## src/rtl/alu_bist.sv

```systemverilog
// ---------------------------------------------------------------------------
// alu_bist -- built-in self-test sequencer for the 1-bit ALU (M,S1,S0,A,B -> F)
//
// It walks all 32 input vectors in order. Each vector is held for SETTLE
// cycles, then F is compared against the golden table EXPECTED on one CHECK
// cycle. It reports the mismatch count, the lowest failing vector and
// pass/fail.
//
// Parameters
//   SETTLE    cycles a vector is held before F is sampled (1..15)
//   EXPECTED  golden table, bit i = expected F for vector i = {M,S1,S0,A,B}
//
// Ports
//   clk               rising-edge clock
//   reset             synchronous, active-high; wins over start
//   start             sweep request, sampled in IDLE and DONE only
//   f                 ALU result returned to the block
//   m,s1,s0,a,b       vector driven to the ALU (idx[4:0], MSB first)
//   busy              high in SETTLE and CHECK
//   done              high in DONE, held until the next start or reset
//   pass              high in DONE when no vector mismatched
//   err_count         number of mismatching vectors (0..32)
//   first_fail        index of the lowest failing vector
//   first_fail_valid  first_fail holds a real index
// ---------------------------------------------------------------------------
module alu_bist #(
   parameter int unsigned SETTLE   = 2,
   parameter logic [31:0] EXPECTED = 32'hC36636E8
) (
   input  logic       clk,
   input  logic       reset,
   input  logic       start,
   input  logic       f,
   output logic       m,
   output logic       s1,
   output logic       s0,
   output logic       a,
   output logic       b,
   output logic       busy,
   output logic       done,
   output logic       pass,
   output logic [5:0] err_count,
   output logic [4:0] first_fail,
   output logic       first_fail_valid
);

   typedef enum logic [1:0] {
      S_IDLE,
      S_SETTLE,
      S_CHECK,
      S_DONE
   } state_t;

   // Settle counter runs 0..SETTLE-1, so SETTLE=15 still fits in 4 bits.
   localparam logic [3:0] CNT_LAST = 4'(SETTLE - 1);

   state_t     state_q;
   logic [4:0] idx_q;
   logic [3:0] cnt_q;
   logic [5:0] err_q;
   logic [5:0] err_d;
   logic [4:0] ff_q;
   logic       ffv_q;
   logic       busy_q;
   logic       done_q;
   logic       pass_q;
   logic       mismatch;
   logic       last_vec;

   // Only meaningful in CHECK; idx_q has been stable since SETTLE began.
   always_comb begin
      mismatch = (f != EXPECTED[idx_q]);
      err_d    = err_q + {5'd0, mismatch};
      last_vec = (idx_q == 5'd31);
   end

   always_ff @(posedge clk) begin
      if (reset) begin
         state_q <= S_IDLE;
         idx_q   <= '0;
         cnt_q   <= '0;
         err_q   <= '0;
         ff_q    <= '0;
         ffv_q   <= 1'b0;
         busy_q  <= 1'b0;
         done_q  <= 1'b0;
         pass_q  <= 1'b0;
      end else begin
         case (state_q)
            // A start from DONE behaves exactly like one from IDLE, which
            // also drops done/pass on the following cycle.
            S_IDLE, S_DONE: begin
               if (start) begin
                  state_q <= S_SETTLE;
                  idx_q   <= '0;
                  cnt_q   <= '0;
                  err_q   <= '0;
                  ff_q    <= '0;
                  ffv_q   <= 1'b0;
                  busy_q  <= 1'b1;
                  done_q  <= 1'b0;
                  pass_q  <= 1'b0;
               end
            end

            S_SETTLE: begin
               if (cnt_q == CNT_LAST) begin
                  state_q <= S_CHECK;
                  cnt_q   <= '0;
               end else begin
                  cnt_q <= cnt_q + 4'd1;
               end
            end

            S_CHECK: begin
               err_q <= err_d;
               if (mismatch && !ffv_q) begin
                  ff_q  <= idx_q;
                  ffv_q <= 1'b1;
               end
               if (last_vec) begin
                  // idx stays at 31: the sweep never wraps.
                  state_q <= S_DONE;
                  busy_q  <= 1'b0;
                  done_q  <= 1'b1;
                  pass_q  <= (err_d == 6'd0);
               end else begin
                  idx_q   <= idx_q + 5'd1;
                  state_q <= S_SETTLE;
               end
            end

            default: state_q <= S_IDLE;
         endcase
      end
   end

   // idx_q is itself a register, so the vector pins are registered outputs.
   assign {m, s1, s0, a, b}  = idx_q;
   assign busy               = busy_q;
   assign done               = done_q;
   assign pass               = pass_q;
   assign err_count          = err_q;
   assign first_fail         = ff_q;
   assign first_fail_valid   = ffv_q;

endmodule

```

## config.mk

```make
export PLATFORM = sky130hd
export DESIGN_NAME = alu_bist
export DESIGN_NICKNAME = d
export VERILOG_FILES = /design/src/rtl/alu_bist.sv
export SDC_FILE = /design/constraint.sdc
export NUM_CORES = 1
export LEC_CHECK = 0
export BUFFER_PORTS_ARGS = -buffer_cell sky130_fd_sc_hd__clkbuf_2
export CAP_MARGIN = 20
export CELL_PAD_IN_SITES_DETAIL_PLACEMENT = 0
export CELL_PAD_IN_SITES_GLOBAL_PLACEMENT = 1
export CORE_ASPECT_RATIO = 1.25
export CORE_UTILIZATION = 45
export DETAILED_ROUTE_END_ITERATION = 10
export GPL_ROUTABILITY_DRIVEN = 0
export PLACE_DENSITY_LB_ADDON = 0.1
export SLEW_MARGIN = 20
export SYNTH_ARGS = -nofsm -noshare
export SYNTH_HDL_FRONTEND = slang
export SYNTH_SLANG_ARGS = --single-unit
```

## constraint.sdc

```tcl
create_clock -name clk -period 5.4 [get_ports clk]
set_clock_uncertainty 0.15 [all_clocks]
set_input_delay 0.54 -clock clk [delete_from_list [all_inputs] [get_ports clk]]
set_output_delay 0.54 -clock clk [all_outputs]
set_load 0.02 [all_outputs]
```

### Word level (Yosys, flattened, before mapping)

Memories as Yosys holds them, arrays and structs flattened. A register that Yosys moved wholly into a read port is not among the register bits.
Cells that the tools add are included.

| storage, ports and cells | value |
|---|---|
| bits in registers | 26 |
| bits in read-only memories | 32 |
| bits of input ports | 4 |
| output and inout port bits | 20 |
| logic and storage cells | 65 |
| memories | 1 |

Memories:

| memory | words | bits a word | read ports | clocked after memory_dff | wr ports | RTL line | RTL |
|---|---|---|---|---|---|---|---|
| (no name shown) | 32 | 1 | 1 | 1 | 0 | 72 | `mismatch = (f != EXPECTED[idx_q]);` |

| cells by class | value |
|---|---|
| add/sub/neg operators | 3 |
| order comparisons | 1 |
| equal/unequal tests | 11 |
| muxes and demuxes | 27 |
| reductions and logical operators | 13 |

Operators with widths:

| cell | number |
|---|---|
| $mux W5 | 5 |
| $pmux W5 S2 | 2 |
| $pmux W6 S2 | 1 |
| $ne A2 B2 Y1 const B | 5 |
| $reduce_and A3 Y1 | 3 |
| $mux W4 | 2 |
| $pmux W1 S2 | 4 |
| $pmux W4 S2 | 1 |
| $mux W1 | 7 |
| $add A6 B1 Y6 | 1 |
| $logic_not A6 Y1 | 1 |
| $lt A5 B6 Y1 const B | 1 |
| $mux W2 | 3 |
| $mux W6 | 1 |
| $pmux W2 S3 | 1 |
| $reduce_and A2 Y1 | 3 |
| $add A5 B1 Y5 const B | 1 |
| $eq A5 B5 Y1 const B | 1 |
| $add A4 B1 Y4 const B | 1 |
| $eq A2 B2 Y1 const B | 2 |
| $eq A4 B1 Y1 const B | 1 |
| $reduce_bool A2 Y1 | 2 |
| $eq A2 B1 Y1 const B | 1 |
| $logic_not A2 Y1 | 1 |
| other kinds (4) | 4 |

### Depth between registers and ports, before layout

| depth | value |
|---|---|
| word-level depth | 7 |
| depth in mapped cells | 14 |
| depth with buffers taken out | 13 |

### Worst setup path after synthesis

OpenSTA, ideal clock, no wires.

| path | value |
|---|---|
| path type | flip-flop to flip-flop |
| from | register idx_q[0] |
| to | register with a tool-made name |
| setup time | 0.121 ns |
| arrival | 2.643 ns |
| data required time | 5.129 ns |
| path slack | 2.486 ns |
| stages on the path, launching flop included | 14 |
| buffers on the path | 1 |
| clock period less this slack | 2.914 ns |
| cell sequence | dfxtp_1 ha_1 and3_1 ha_1 buf_2 nand3b_1 a21oi_1 a311oi_1 nor2_1 inv_1 ha_1 nor3_1 a221oi_1 mux2_2 |

RTL lines:

| element | RTL line | RTL |
|---|---|---|
| start, declared | 58 | `logic [4:0] idx_q;` |
| start signal, assigned | 128 | `idx_q <= idx_q + 5'd1;` |

==> key figures <==
Run status
  • Status: finished, final reports clean

Die
  • Core Rows: 23
  • Boundary Pins: 24
  • Die height: 67.5 um
  • Starting Density: 47.5%
  • DIE WIDTH: 54.4 um
  • Die ar.: 3670 sq um
  • Core area: 3250 sq um

Clock network
  • Clock sink count: 27
  • CTS resizes: 0
  • Clock tree root driver cell: clkbuf_8
  • CTS buffer count: 3
  • Hold-fix buffers, CTS: 0
  • Clock latency on the worst-skew pair: 0.27 ns
  • CTS tree: built
  • CTS H-tree depth: 1
  • Postcts setup bufs: 0
  • Maximum buffer depth of the clock tree: 2
  • CTS clock-pin slew for the worst setup and hold paths: 0.10 ns

Logic synthesis
  • Syn Area/Cell: 8.44 sq um
  • Post-synthesis sequential area ratio: 35.0%
  • Net Count, Synth: 198
  • Seq cells post-synth: 27
  • Post-synth cell types: 39
  • Number of flops mapped to enable cells by yosys: 0
  • Dominant synthesized flop cell: dfxtp_1
  • Yosys warning total: 0
  • Synth async-reset ratio: 0%
  • Syn Inst Count: 183
  • Cell Area, Synth: 1550 sq um

Global route
  • GRT Total Usage: 19.8%
  • Vias in the first global route: 1,153
  • GRT Residual Overflow: 0
  • Antenna violations before repair: 0
  • First-pass GRT wire length: 5.31 mm
  • Largest net degree at the start of global routing: 29

Worst setup path
  • Crit path arrival time: 3.37 ns
  • CP Data Required Time: 5.42 ns
  • Crit Reg-Reg Startpoint: idx_q[0]$_SDFFE_PP0N_
  • Kind of critical path: flop to flop
  • Crit path launch: idx_q[0]$_SDFFE_PP0N_
  • Worst r2r path cells: 12
  • CP endpoint kind: flop
  • Worst Path Max Fanout: 13
  • Reg2reg setup slack: 2.05 ns
  • CP Launch Type: flop

Pwr
  • VDD IR max: 0.156 mV
  • LEAKAGE: 0.702 nW
  • Power density over the cells: 272 nW/um^2

Route
  • Final wirelength: 3.38 mm
  • Drt first pass iters: 4
  • Remaining DRCs: 0
  • Vias: 1,359
  • Drt initial violations: 37
  • Vias/cell: 5.76
  • Antenna Nets Post-Route: 0
  • WL per Instance: 14.3 um

Timing
  • Final hold violations: 0
  • Max-slew headroom: 33.5%
  • Fmax achieved: 299 MHz
  • Tmin final: 3.35 ns
  • Fin. max-slew vios: 0
  • Tcrit/Tclk final: 62.0%
  • WHS: 0.331 ns
  • Slew @ Worst Pin: 0.970 ns
  • RSZ-0062 raised after global routing: no
  • Setup Viol. Count Final: 0
  • Setup TNS: 0 ns

Cells and area
  • Nets: 215
  • FF/Latch Area: 541 sq um
  • Multi-input gate area: 927 sq um
  • ANT cells: 0
  • Area growth syn-to-layout: 10.1%
  • Fillers: 327
  • Layout cells sized above 1: 17.1%

Flow run
  • Max capacitance violation total: 0

Worst hold path
  • Worst Hold Class: flop to flop

Placement
  • Port Buf Inserts: 23
  • Dpl hpwl: 2.36 mm
critical path, cell delays in order (launching register included):
cell and delay, ns:
dfxtp_1 0.48, ha_1 0.22, and3_1 0.16, ha_1 0.39
nand3b_1 0.16, a21oi_1 0.08, a311oi_1 0.59, nor2_1 0.14
inv_1 0.09, ha_1 0.24, nor3_1 0.19, a221oi_1 0.07
mux2_2 0.29
per-stage QoR:
| stage | std cells | power, mW | cell area (sq um) | worst slack [ns] | utilization, % |
|---|---|---|---|---|---|
| after floorplan | 183 | 0.330 | 1550 | 2.49 | - |
| after global placement | 232 | 0.347 | 1660 | 2.18 | 50.9 |
| after detailed placement | 232 | 0.350 | 1660 | 2.08 | 50.9 |
| after CTS | 236 | 0.467 | 1700 | 2.07 | 52.3 |
| after global routing | 236 | 0.491 | 1700 | 1.80 | 52.3 |
| final | 236 | 0.462 | 1700 | 2.05 | 52.3 |
cell usage after synthesis (2+ instances only):
library cell,n,share of area (%)
clkbuf_1,7,1.7
o31ai_1,2,0.97
and3_1,3,1.2
dfxtp_1,27,35
ha_1,11,8.9
mux2_2,2,1.5
xnor2_1,3,1.7
nand2b_1,5,2.0
nor2_1,21,5.1
nand2_1,13,3.2
a32oi_1,2,1.1
o21ai_0,6,1.9
a22o_1,5,2.8
nand3_1,8,2.6
inv_1,7,1.7
a21oi_1,17,5.5
nand3b_1,3,1.5
mux2i_1,6,3.9
buf_2,2,0.65
a311oi_1,2,1.1
a22oi_1,6,2.9
nor3_1,8,2.6
worst min-delay path by stage:
| stage | startpoint | endpoint | depth (start not counted) | slack, ns |
|---|---|---|---|---|
| 6_report | first_fail[4]$_SDFFE_PP0P_ | first_fail[4]$_SDFFE_PP0P_ | 1 | 0.33 |
| 5_1_grt | first_fail[1]$_SDFFE_PP0P_ | first_fail[1]$_SDFFE_PP0P_ | 1 | 0.36 |
| 4_1_cts | first_fail[3]$_SDFFE_PP0P_ | first_fail[3]$_SDFFE_PP0P_ | 1 | 0.34 |
| 2_1_floorplan | cnt_q[3]$_SDFFE_PP0P_ | cnt_q[3]$_SDFFE_PP0P_ | 2 | 0.31 |
| 3_3_place_gp | first_fail[4]$_SDFFE_PP0P_ | first_fail[4]$_SDFFE_PP0P_ | 1 | 0.31 |
| 3_5_place_dp | first_fail[3]$_SDFFE_PP0P_ | first_fail[3]$_SDFFE_PP0P_ | 1 | 0.31 |
where the power goes:
part / switching (mW) / leakage (nW) / total, mW / internal (mW)
Sequential: 0.00973 / 0.218 / 0.218 / 0.208
Combinational: 0.0847 / 0.459 / 0.128 / 0.0431
Clock: 0.0651 / 0.0255 / 0.117 / 0.0518
per-layer routing:
| layer | global-route usage, % | wire length [um] |
|---|---|---|
| met1 | 24.2 | 1560 |
| met2 | 34.9 | 1690 |
| met3 | 2.70 | 87 |
| met4 | 6.09 | 41 |
| met5 | 0 | 0 |
placed cells by master (no fill, tap or decap), types with 2 or more instances in the layout:
| master | count |
|---|---|
| a21oi_1 | 17 |
| nor3_1 | 8 |
| a22oi_1 | 6 |
| inv_1 | 7 |
| nor2_1 | 21 |
| clkbuf_2 | 23 |
| nand2_1 | 13 |
| o31ai_1 | 2 |
| nand3b_1 | 3 |
| nand3_1 | 8 |
| nand2b_1 | 5 |
| mux2i_1 | 6 |
| a22o_1 | 5 |
| ha_1 | 11 |
| dfxtp_1 | 27 |
| o21ai_0 | 6 |
| mux2_2 | 2 |
| xnor2_1 | 3 |
| and3_1 | 3 |
| clkbuf_8 | 3 |
| a311oi_1 | 2 |
| a32oi_1 | 2 |
cell families (layout without fill, tap and decap cells):
logic type / after synthesis / after routing / share of synthesized area (%)
AND/OR/NAND/NOR: 70 / 70 / 23.7
AO/OA/AOI/OAI: 45 / 45 / 19.8
flip-flops: 27 / 27 / 35.0
buffers and inverters: 18 / 34 / 5.02
adder cells (fa/ha/maj): 11 / 11 / 8.91
multiplexers: 8 / 8 / 5.34
XOR/XNOR: 4 / 4 / 2.27
final cells by class:
cell class	count	share of cell area, %
Sequential cell	27	31.8
Multi-Input combinational cell	138	54.5
Tap cell	37	2.72
Clock buffer	3	2.43
Timing Repair Buffer	23	6.76
Clock inverter	1	0.294
Inverter	7	1.54
flip-flops by register name, indices dropped and copies added (netlist names), named ones only:
register	cells
pass	1
err_count	6
idx_q	5
first_fail_valid	1
state_q	2
done	1
first_fail	5
cnt_q	4
busy	1
No activity file was read; power rests on OpenSTA's default activity.
